`config.mk`:
```
export PLATFORM = sky130hd
export DESIGN_NAME = boot_loader_dma
export DESIGN_NICKNAME = d
export VERILOG_FILES = /design/src/rtl/boot_loader_dma.sv
export SDC_FILE = /design/constraint.sdc
export NUM_CORES = 1
export LEC_CHECK = 0
export ABC_AREA = 1
export CORE_MARGIN = 5
export CORE_UTILIZATION = 35
export CTS_CLUSTER_DIAMETER = 150
export DETAILED_ROUTE_END_ITERATION = 10
export SYNTH_ARGS = -nofsm -noshare
export SYNTH_HDL_FRONTEND = slang
export SYNTH_SLANG_ARGS = --single-unit
```
`constraint.sdc`:
```
create_clock -name clock -period 6.1 [get_ports clock]
set_clock_uncertainty 0.1 [all_clocks]
set_input_delay 1.22 -clock clock [delete_from_list [all_inputs] [get_ports clock]]
set_output_delay 1.22 -clock clock [all_outputs]
set_load 0.005 [all_outputs]
```
`src/rtl/boot_loader_dma.sv`:
```
// boot_loader_dma: UART boot loader that handshakes with a host, receives a sized program
// as instruction words, acknowledges it, then streams further bytes out as data words.
//
// Ports:
//   clock          in   1            rising-edge clock
//   reset          in   1            synchronous, active-low
//   rx_ready       in   1            one-cycle pulse, rdata valid
//   rdata          in   8            received UART byte
//   tx_busy        in   1            UART sender busy
//   tx_start       out  1            one-cycle send request
//   sdata          out  8            byte to send, valid with tx_start
//   instr_ready    out  1            one-cycle pulse, data holds an instruction word
//   instr_addr     out  ADDR_W       word index of the instruction on data
//   mem_ready      out  1            one-cycle pulse, data holds a data word
//   data           out  8*WORD_BYTES assembled word
//   program_loaded out  1            high in RUN
//   status         out  16           {state[2:0], err, bytes_received[11:0]}
//
// Optional feature: define BOOT_LOADER_DMA_CHECKSUM_EN to expect a modulo-256 checksum
// byte after the program and answer a mismatch with NAK_BYTE.
module boot_loader_dma #(
    parameter int         WORD_BYTES = 4,
    parameter int         ADDR_W     = 16,
    parameter int         INTERVAL   = 100,
    parameter int         TIMEOUT    = 1000000,
    parameter logic [7:0] SYNC_BYTE  = 8'h99,
    parameter logic [7:0] ACK_BYTE   = 8'haa,
    parameter logic [7:0] NAK_BYTE   = 8'h55
) (
    input  logic                    clock,
    input  logic                    reset,
    input  logic                    rx_ready,
    input  logic [7:0]              rdata,
    input  logic                    tx_busy,
    output logic                    tx_start,
    output logic [7:0]              sdata,
    output logic                    instr_ready,
    output logic [ADDR_W-1:0]       instr_addr,
    output logic                    mem_ready,
    output logic [8*WORD_BYTES-1:0] data,
    output logic                    program_loaded,
    output logic [15:0]             status
);
    typedef enum logic [2:0] {
        S_SYNC = 3'd0,
        S_SIZE = 3'd1,
        S_PROG = 3'd2,
        S_CSUM = 3'd3,
        S_ACK  = 3'd4,
        S_RUN  = 3'd5
    } state_t;

    state_t                    state;
    logic [8:0]                icnt;
    logic [31:0]               idle;
    logic [31:0]               size;
    logic [31:0]               bytes_rx;
    logic [1:0]                size_cnt;
    logic [3:0]                kb;
    logic [ADDR_W-1:0]         word_idx;
    logic [8*WORD_BYTES-1:0]   acc;
    logic [8*WORD_BYTES-1:0]   nxt;
    logic [31:0]               size_nxt;
    logic                      err;
    logic                      timed;
    logic                      timeout;
    logic                      nak_fire;
    logic                      last;
    logic                      full;

`ifdef BOOT_LOADER_DMA_CHECKSUM_EN
    logic [7:0] csum;
    logic       nak_pend;
    localparam state_t S_DONE = S_CSUM;
    assign timed    = state inside {S_SIZE, S_PROG, S_CSUM};
    // NAK waits in CSUM until the sender is free
    assign nak_fire = (state == S_CSUM) && nak_pend && !tx_busy;
`else
    localparam state_t S_DONE = S_ACK;
    assign timed    = state inside {S_SIZE, S_PROG};
    assign nak_fire = 1'b0;
`endif

    assign size_nxt       = {rdata, size[31:8]};
    assign last           = (bytes_rx + 32'd1) == size;
    assign full           = kb == 4'(WORD_BYTES - 1);
    assign timeout        = timed && !rx_ready && (idle + 32'd1 >= 32'(TIMEOUT));
    assign program_loaded = state == S_RUN;
    assign status         = {state, err, bytes_rx[11:0]};

    // partial word with the incoming byte dropped into lane kb
    always_comb begin
        nxt = acc;
        for (int i = 0; i < WORD_BYTES; i++)
            if (kb == 4'(i)) nxt[8*i +: 8] = rdata;
    end

    always_ff @(posedge clock) begin
        if (!reset) begin
            state       <= S_SYNC;
            icnt        <= '0;
            idle        <= '0;
            size        <= '0;
            size_cnt    <= '0;
            bytes_rx    <= '0;
            word_idx    <= '0;
            kb          <= '0;
            acc         <= '0;
            err         <= 1'b0;
            tx_start    <= 1'b0;
            sdata       <= '0;
            instr_ready <= 1'b0;
            mem_ready   <= 1'b0;
            data        <= '0;
            instr_addr  <= '0;
`ifdef BOOT_LOADER_DMA_CHECKSUM_EN
            csum        <= '0;
            nak_pend    <= 1'b0;
`endif
        end else begin
            tx_start    <= 1'b0;
            instr_ready <= 1'b0;
            mem_ready   <= 1'b0;
            idle        <= (rx_ready || !timed) ? '0 : idle + 32'd1;
            if (timeout || nak_fire) begin
                state    <= S_SYNC;
                err      <= 1'b1;
                icnt     <= '0;
                idle     <= '0;
                size     <= '0;
                size_cnt <= '0;
                bytes_rx <= '0;
                word_idx <= '0;
                kb       <= '0;
                acc      <= '0;
                tx_start <= nak_fire;
                sdata    <= nak_fire ? NAK_BYTE : sdata;
`ifdef BOOT_LOADER_DMA_CHECKSUM_EN
                csum     <= '0;
                nak_pend <= 1'b0;
`endif
            end else begin
                case (state)
                    S_SYNC: begin
                        if (icnt >= 9'(INTERVAL) && !tx_busy) begin
                            tx_start <= 1'b1;
                            sdata    <= SYNC_BYTE;
                            icnt     <= '0;
                        end else if (icnt < 9'(INTERVAL)) begin
                            icnt <= icnt + 9'd1;
                        end
                        if (rx_ready) state <= S_SIZE;
                    end
                    S_SIZE: begin
                        if (rx_ready) begin
                            size     <= size_nxt;
                            size_cnt <= size_cnt + 2'd1;
                            if (size_cnt == 2'd3) state <= (size_nxt == '0) ? S_DONE : S_PROG;
                        end
                    end
                    S_PROG: begin
                        if (rx_ready) begin
                            bytes_rx <= bytes_rx + 32'd1;
`ifdef BOOT_LOADER_DMA_CHECKSUM_EN
                            csum     <= csum + rdata;
`endif
                            // the final byte flushes a partial word; unfilled lanes stay zero
                            if (full || last) begin
                                data        <= nxt;
                                instr_ready <= 1'b1;
                                instr_addr  <= word_idx;
                                word_idx    <= word_idx + 1'b1;
                                acc         <= '0;
                                kb          <= '0;
                            end else begin
                                acc <= nxt;
                                kb  <= kb + 4'd1;
                            end
                            if (last) state <= S_DONE;
                        end
                    end
`ifdef BOOT_LOADER_DMA_CHECKSUM_EN
                    S_CSUM: begin
                        if (rx_ready && !nak_pend) begin
                            if (rdata == csum) state <= S_ACK;
                            else nak_pend <= 1'b1;
                        end
                    end
`endif
                    S_ACK: begin
                        if (!tx_busy) begin
                            tx_start <= 1'b1;
                            sdata    <= ACK_BYTE;
                            state    <= S_RUN;
                        end
                    end
                    S_RUN: begin
                        if (rx_ready) begin
                            if (full) begin
                                data      <= nxt;
                                mem_ready <= 1'b1;
                                acc       <= '0;
                                kb        <= '0;
                            end else begin
                                acc <= nxt;
                                kb  <= kb + 4'd1;
                            end
                        end
                    end
                    default: state <= S_SYNC;
                endcase
            end
        end
    end
endmodule

```
-- Word-level counts from Yosys, hierarchy flattened
Cells that the tools add are included.
- flip-flop bits (word level): 222
- ROM bits: 0
- input port bits: 12
- latch bits: 0
- RAM bits: 0
- memories: 0
- multiplexer cells: 37
- div/mod/pow operators: 0
- order comparisons: 3
- eq/ne operators: 19
- add/sub/neg operators: 6
- multiply operators: 0
- reductions and logical operators: 28
- bitwise operators: 5
- shifts and indexed selects: 0
- operators by type and width (operator ; count):
    32-bit two-way mux ; 8
    32-bit case mux with 2 select lines ; 2
    32-bit by 1-bit adder with 32-bit output (second input constant) ; 2
    8-bit two-way mux ; 6
    32-bit == test ; 1
    32-bit by 20-bit greater-or-equal comparator with 1-bit output (second input constant) ; 1
    32-bit logical NOT ; 1
    3-bit two-way mux ; 7
    9-bit two-way mux ; 2
    16-bit by 1-bit adder with 16-bit output (second input constant) ; 1
    4-bit two-way mux ; 4
    8-bit case mux with 2 select lines ; 1
    3-bit case mux with 5 select lines ; 1
    2-bit inequality test (second input constant) ; 7
    9-bit by 1-bit adder with 9-bit output (second input constant) ; 1
    9-bit by 7-bit greater-or-equal comparator with 1-bit output (second input constant) ; 1
    9-bit by 7-bit less-than comparator with 1-bit output (second input constant) ; 1
    4-bit by 2-bit == test with 1-bit output (second input constant) ; 2
    4-bit case mux with 2 select lines ; 1
    4-bit AND reduction ; 2
    2-bit nonzero test ; 4
    4-bit OR reduction ; 2
    7-bit AND reduction ; 1
    3-bit == test (second input constant) ; 2
    other kinds (20) ; 37

-- Depth between registers and ports, before layout
Gate-level depths: netlist (run 1).
- depth in word-level cells: 6
- mapped depth: 20
- depth with buffers taken out: 19

-- Least setup slack after synthesis (run 1)
OpenSTA, ideal clock, no wires.
- path type: input -> register
- from: in rx_ready
- to: reg data[0]
- setup slack: 3.408 ns
- stages on the path: 10
- required time: 5.885 ns
- arrival time: 2.477 ns
- path buffers: 3
- cell sequence: inv_1 nor2_1 inv_1 nand2_1 clkbuf_1 clkbuf_1 clkbuf_1 nand3_1 nand2_1 nor2_1
- longest elaborated chain between the ends: 5
- RTL lines (item ; RTL line ; text):
    start: declaration ; 32 ; input logic rx_ready,
    1-bit logical NOT ; 87 ; assign timeout = timed && !rx_ready && (idle + 32'd1 >= 32'(TIMEOUT));
    1-bit logical AND (2 in a row) ; 87 ;
    1-bit inverter (no line) ; - ;
    6-bit AND reduction (no line) * ; - ;
    end signal: assignment ; 169 ; data <= nxt;
    end signal: assignment ; 200 ; data <= nxt;
    end: declaration ; 40 ; output logic [8*WORD_BYTES-1:0] data,
Every way passes the cells marked *; elsewhere a longest branch is shown, timed or not.
A chain may end at the register's enable or synchronous reset.

-- Worst setup path after layout (run 1)
- from: reg bytes_rx[0]
- to: reg data[26]
- longest elaborated chain between the ends: 5
- RTL lines (item ; RTL line ; text):
    start: declaration ; 57 ; logic [31:0] bytes_rx;
    start signal: assignment ; 163 ; bytes_rx <= bytes_rx + 32'd1;
    32-bit by 1-bit adder with 32-bit output ; 85 ; assign last = (bytes_rx + 32'd1) == size;
    32-bit == test ; 85 ;
    1-bit logical OR ; 168 ; if (full || last) begin
    2-bit by 1-bit inequality test with 1-bit output (no line) ; - ;
    6-bit AND reduction (no line) ; - ;
Every way passes these cells.

==> results of run 1 <==
## state kept, by name (all words and copies together), names as in the netlist
register	cells
idle	32
icnt	9
word_idx	16
kb	4
err	1
instr_ready	1
size_cnt	2
mem_ready	1
bytes_rx	32
size	32
instr_addr	16
tx_start	1
data	32
state	3
sdata	3
acc	32
## placed cells by master, fill, tap and decap left out, types with 5 or more instances in the layout
master	count
nand2_1	447
nand3_1	142
dfxtp_1	217
nor3_1	21
inv_1	160
xnor2_1	13
ha_1	10
inv_2	8
conb_1	14
clkdlybuf4s50_1	84
o21ai_0	77
a21oi_1	116
xor2_1	38
nor2_2	9
buf_4	5
or2_2	8
a31oi_1	9
nand3b_1	28
nor4_1	6
clkbuf_16	26
nor2_1	261
nand2_2	12
o21ai_1	16
nor2_4	26
nand4_1	29
clkbuf_8	9
## final timing paths
| kind | endpoint | cells after the start | slack, ns | startpoint |
|---|---|---|---|---|
| worst max-delay path | data[26] | 18 | 2.35 | bytes_rx[0] |
| worst max register to register | data[26] | 18 | 2.35 | bytes_rx[0] |
| worst min register to register | icnt[8] | 2 | 0.34 | icnt[8] |
| worst min-delay path | icnt[8] | 2 | 0.34 | icnt[8] |
## worst register-to-register path, stage by stage (launching register included)
cell and delay (ns):
dfxtp_1 0.41, ha_1 0.24, nand2_2 0.11, nor2_4 0.20
nand2_2 0.13, nor2_4 0.22, nand2_1 0.08, nand2_1 0.08
nand2_1 0.08, nand2_1 0.14, nand2_1 0.07, nor2_1 0.11
nand3_1 0.11, nor2_1 0.13, nand4_1 0.19, nand2_2 0.86
nand3_1 0.22, nand2_1 0.15, nor2_1 0.05
## kinds of logic after synthesis
group | share of synthesized area
AND/OR/NAND/NOR | 0.384
buffers and inverters | 0.0965
AO/OA/AOI/OAI | 0.0976
flip-flops | 0.371
XOR/XNOR | 0.0400
adder cells (fa/ha/maj) | 0.0107
other | 0.000320
## cell type report
cell class,count,area (sq um),share of cell area
antenna,1,2.50,0.000183
clock buffer,38,786,0.0576
inverter,168,631,0.0462
timing repair buffer,91,903,0.0662
clock inverter,10,113,0.00825
tap,448,561,0.0411
multi-input combinational,1304,6310,0.462
sequential,217,4340,0.318
## per-stage QoR
step / worst slack (ns) / total power, mW / std cells / hold slack (ns)
4_1_cts: 2.30 / 4.42 / 2276 / 0.348
5_1_grt: 1.93 / 4.65 / 2277 / 0.373
2_1_floorplan: 3.41 / 2.54 / 1775 / 0.317
3_3_place_gp: 2.16 / 2.81 / 2228 / 0.333
6_report: 2.35 / 4.37 / 2277 / 0.343
3_5_place_dp: 2.10 / 2.82 / 2228 / 0.339
## power groups by stage
stage	Combinational [mW]	Clock [mW]	Sequential, mW
3_5_place_dp	1.15	0	1.67
3_3_place_gp	1.14	0	1.67
2_1_floorplan	0.911	0	1.63
4_1_cts	1.16	1.63	1.64
6_report	1.15	1.58	1.64
5_1_grt	1.31	1.69	1.65
## routing by layer
metal  vias to the layer above  global-route usage  share of wire  wire length (um)
li1                       5686                   -              -                 -
met1                      5007               0.228           0.47             14900
met2                       244               0.280           0.46             14500
met3                        44              0.0254          0.048              1510
met4                         0              0.0414          0.022               686
met5                         -                   0              0                 0
==> flow_metrics.env, run 1 <==
export IMPL_post_route_period_util=0.615
export IMPL_wire_per_inst_um=13.9
export IMPL_io_buffers=85
export IMPL_ys_seq_area_frac=0.371
export IMPL_layout_drive_gt1_share=0.0673
export IMPL_grt_max_degree=102
export IMPL_run_status="finished clean"
export IMPL_drv_slew=0
export IMPL_synth_cell_area_sq_um=11700
export IMPL_crit_slowest_cell="nand2_2"
export IMPL_place_area_sq_um=12700
export IMPL_drcViolationCount=0
export IMPL_vdd_ir_drop_max_v=0.000231
export IMPL_design_area_sq_um=13600
export IMPL_grt_pass1_vias=10200
export IMPL_initial_core_util=0.352
export IMPL_synth_ff_type="dfxtp_1"
export IMPL_yosysWarnings=0
export IMPL_synthTopCellsByArea="dfxtp_1 37%, nand2_1 14%, nor2_1 8.4%"
export IMPL_hpwlAfterDp_mm=22.5
export IMPL_p_sw_frac=0.346
export IMPL_synth_seq_cells=217
export IMPL_fp_dieArea_sq_um=37300
export IMPL_worstMarginPinSlew_ns=1.10
export IMPL_synthCells=1762
export IMPL_cp_buffers_inverters=0
export IMPL_vias=11000
export IMPL_utilization=0.410
export IMPL_holdBufCountCts=0
export IMPL_period_needed_ns=3.75
export IMPL_antenna_found_initial=1
export IMPL_area_growth_pct=16.4
export IMPL_grt_pass1_wl_mm=52.0
export IMPL_critPathTopFamily="simple AND/OR/NAND/NOR gates"
export IMPL_nets=1830
export IMPL_required_ns=6.43
export IMPL_p_leak_nw=5.34
export IMPL_clkSinkCount=217
export IMPL_insertion_delay_ns=0.54
export IMPL_cts_clk_slew_worst_paths_ns=0.06
export IMPL_cts_made_buffers=26
export IMPL_max_stage_delay_ns=0.85
export IMPL_rows=67
export IMPL_timing_fmax_mhz=267
export IMPL_clockBufferDepth=3
export IMPL_cap_viol_max_count=0
export IMPL_crit_arrival_ns=4.09
export IMPL_critPathLaunchType="flop"
export IMPL_postSynthAreaPerCell_sq_um=6.65
export IMPL_synthArstFlopShare=0
export IMPL_dr_pass1_iters=6
export IMPL_fp_dieW_um=193
export IMPL_via_per_inst=4.82
export IMPL_share_seq_of_total_power=0.375
export IMPL_synth_most_common_cell="nand2_1"
export IMPL_drtIter0Drc=865
export IMPL_synth_edf_count=0
export IMPL_worstPathCellList="ha_1 > nand2_2 > nor2_4 > nand2_2 > nor2_4 > nand2_1 > nand2_1 > nand2_1 > nand2_1 > nand2_1 > nor2_1 > nand3_1 > nor2_1 > nand4_1 > nand2_2 > nand3_1 > nand2_1 > nor2_1"
export IMPL_hp_class="flop to flop"
export IMPL_intPower_mw=2.86
export IMPL_root_buffer="clkbuf_16"
export IMPL_slew_limit_headroom=0.262
export IMPL_synth_top_area_frac=0.371
export IMPL_criticalPathCategory="flop to flop"
export IMPL_p_comb_frac=0.263
export IMPL_power_switching_mw=1.51
export IMPL_clock_power_share=0.361
export IMPL_crit_path_frequent_cell="nand2_1"
export IMPL_nFillCells=3544
export IMPL_post_cts_buffers=0
export IMPL_fp_dieH_um=193
export IMPL_core_sq_um=33300
export IMPL_finalSetupViolCount=0
export IMPL_synth_common_cells="449 x nand2_1, 262 x nor2_1, 217 x dfxtp_1"
export IMPL_grt_usage=0.168
export IMPL_crit_path_max_fanout=64
export IMPL_yosysTopAreaCell="dfxtp_1"
export IMPL_antenna_left=0
export IMPL_worstSetupEndpointType="flop"
export IMPL_wl_mm=31.6
export IMPL_htreeDepth=1
export IMPL_powerDensity_nw_per_um2=320
export IMPL_setup_tns_final_ns=0
export IMPL_gp_congestion=0.914
export IMPL_hold_viol=0
export IMPL_grt_ovfl_total=0
export IMPL_ys_types=43
export IMPL_cts_tree="done"
export IMPL_ioPinCount=88
export IMPL_ctsResizeCount=0
export IMPL_rsz0062_at_grt="false"
Note: power is estimated with default switching activity, not from simulation.
==> run 2: changes to the inputs <==
==> constraint.sdc (replaced) <==
create_clock -name clock -period 3.6 [get_ports clock]
set_clock_uncertainty 0.1 [all_clocks]
set_input_delay 0.72 -clock clock [delete_from_list [all_inputs] [get_ports clock]]
set_output_delay 0.72 -clock clock [all_outputs]
set_load 0.005 [all_outputs]
==> run 2 against run 1 <==
  * Via count rose by 1.9%
  * Power grew 72%
  * Die area unchanged
  * Global-route usage grew 0.59 points
  * Worst hold slack is essentially flat
  * Maximum frequency up 15%
  * Cell count rose by 0.57%
  * Clock-buffer cell count grew 1
  * Cell area grew 1.2%
  * Critical path type unchanged
==> flow_metrics.env, run 2 (same netlist as run 1, synthesis figures left out) <==
export IMPL_cts_made_buffers=25
export IMPL_crit_arrival_ns=3.59
export IMPL_initial_core_util=0.352
export IMPL_powerDensity_nw_per_um2=543
export IMPL_place_area_sq_um=12900
export IMPL_drcViolationCount=0
export IMPL_layout_commonest_cell="nand2_1"
export IMPL_setup_tns_final_ns=0
export IMPL_layout_drive_gt1_share=0.0717
export IMPL_nFillCells=3550
export IMPL_slew_limit_headroom=0.466
export IMPL_grt_pass1_vias=10500
export IMPL_worstMarginPinSlew_ns=0.800
export IMPL_vias=11200
export IMPL_drtIter0Drc=651
export IMPL_grt_met3_usage=0.0283
export IMPL_grt_pass1_wl_mm=53.3
export IMPL_root_buffer="clkbuf_16"
export IMPL_criticalPathCategory="flop to flop"
export IMPL_fp_dieH_um=193
export IMPL_ioPinCount=88
export IMPL_dr_pass1_iters=8
export IMPL_cts_tree="done"
export IMPL_nets=1846
export IMPL_fp_dieW_um=193
export IMPL_htreeDepth=1
export IMPL_multiInputGateArea_sq_um=6310
export IMPL_wire_per_inst_um=14.4
export IMPL_post_route_period_util=0.905
export IMPL_critPathLaunchType="flop"
export IMPL_clkSinkCount=217
export IMPL_grt_max_degree=57
export IMPL_rsz0062_at_grt="false"
export IMPL_drv_slew=0
export IMPL_final_seq_area_sq_um=4340
export IMPL_top_usage_layer="met2"
export IMPL_clockBufferDepth=3
export IMPL_utilization=0.415
export IMPL_grt_usage=0.174
export IMPL_finalSetupViolCount=0
export IMPL_cap_viol_max_count=0
export IMPL_holdBufCountCts=0
export IMPL_required_ns=3.93
export IMPL_ctsResizeCount=0
export IMPL_worstSetupEndpointType="flop"
export IMPL_wl_mm=33.0
export IMPL_period_needed_ns=3.26
export IMPL_hp_class="flop to flop"
export IMPL_io_buffers=85
export IMPL_n_antenna_cell=0
export IMPL_met1_usage=0.229
export IMPL_core_sq_um=33300
export IMPL_gp_congestion=0.950
export IMPL_p_leak_nw=5.43
export IMPL_crit_path_max_fanout=31
export IMPL_run_status="finished clean"
export IMPL_hpwlAfterDp_mm=24.3
export IMPL_design_area_sq_um=13800
export IMPL_antenna_left=0
export IMPL_insertion_delay_ns=0.55
export IMPL_antenna_found_initial=0
export IMPL_cts_clk_slew_worst_paths_ns=0.06
export IMPL_final_cell_mix="447 x nand2_1, 261 x nor2_1, 217 x dfxtp_1"
export IMPL_post_cts_buffers=0
export IMPL_via_per_inst=4.89
export IMPL_rows=67
export IMPL_vdd_ir_drop_max_v=0.000353
export IMPL_fp_dieArea_sq_um=37300
export IMPL_area_growth_pct=17.8
export IMPL_grt_ovfl_total=0
export IMPL_timing_fmax_mhz=307
export IMPL_grtUsageMet2=0.290
export IMPL_hold_viol=0
==> run 2: cell count changes in the layout (fill, tap and decap cells not counted), sizes merged <==
cell      change
clkinvlp      -2
clkbuf        +1
diode         -1
bufinv        +2
clkinv        -5
inv           +1
buf          +17
==> run 2: area by class of cell <==
cell class | count | area share
flip-flops and latches | 217 | 0.315
clock buffers | 39 | 0.0535
well taps | 448 | 0.0406
multi-input cells | 1304 | 0.457
inverters | 168 | 0.0458
clock inverters | 6 | 0.00870
repair buffers | 108 | 0.0801
==> run 2: final timing paths <==
path                               from  endpoint  slack [ns]  depth (start not counted)
worst max register to register  idle[0]  size[10]        0.34                         16
worst max-delay path            idle[0]  size[10]        0.34                         16
worst min-delay path            icnt[8]   icnt[8]        0.34                          2
worst min register to register  icnt[8]   icnt[8]        0.34                          2
==> run 2: worst max-delay path, cell delays in order (launching register included) <==
cell,delay (ns)
dfxtp_1,0.35
ha_1,0.19
nand2_1,0.08
nor2_2,0.13
nand2_2,0.09
nor2_4,0.15
nand2_4,0.09
nor3_4,0.28
xor2_1,0.23
nand2_1,0.08
nor3_1,0.17
nand2_1,0.09
nand2_2,0.10
nand2_4,0.13
nand2_4,0.45
buf_4,0.33
nor2_1,0.07
==> run 2: per-layer routing <==
metal  up-vias  routed length [um]
met3        72                1700
met4         0                1120
li1       5737                   -
met2       266               15200
met5         -                   0
met1      5112               15000
==> run 2: power by group <==
| group | internal [mW] | switching (mW) |
|---|---|---|
| Clock | 1.62 | 1.04 |
| Combinational | 0.727 | 1.33 |
| Sequential | 2.59 | 0.187 |
| Total | 4.94 | 2.56 |
==> run 2: per-stage QoR <==
step           std cells  setup WS (ns)  hold slack (ns)  power [mW]
2_1_floorplan       1775           1.10            0.317        4.31
3_3_place_gp        2245          0.322            0.329        4.86
3_5_place_dp        2245          0.273            0.335        4.88
4_1_cts             2290          0.268            0.343        7.59
5_1_grt             2290         0.0228            0.358        7.95
6_report            2290          0.341            0.343        7.50
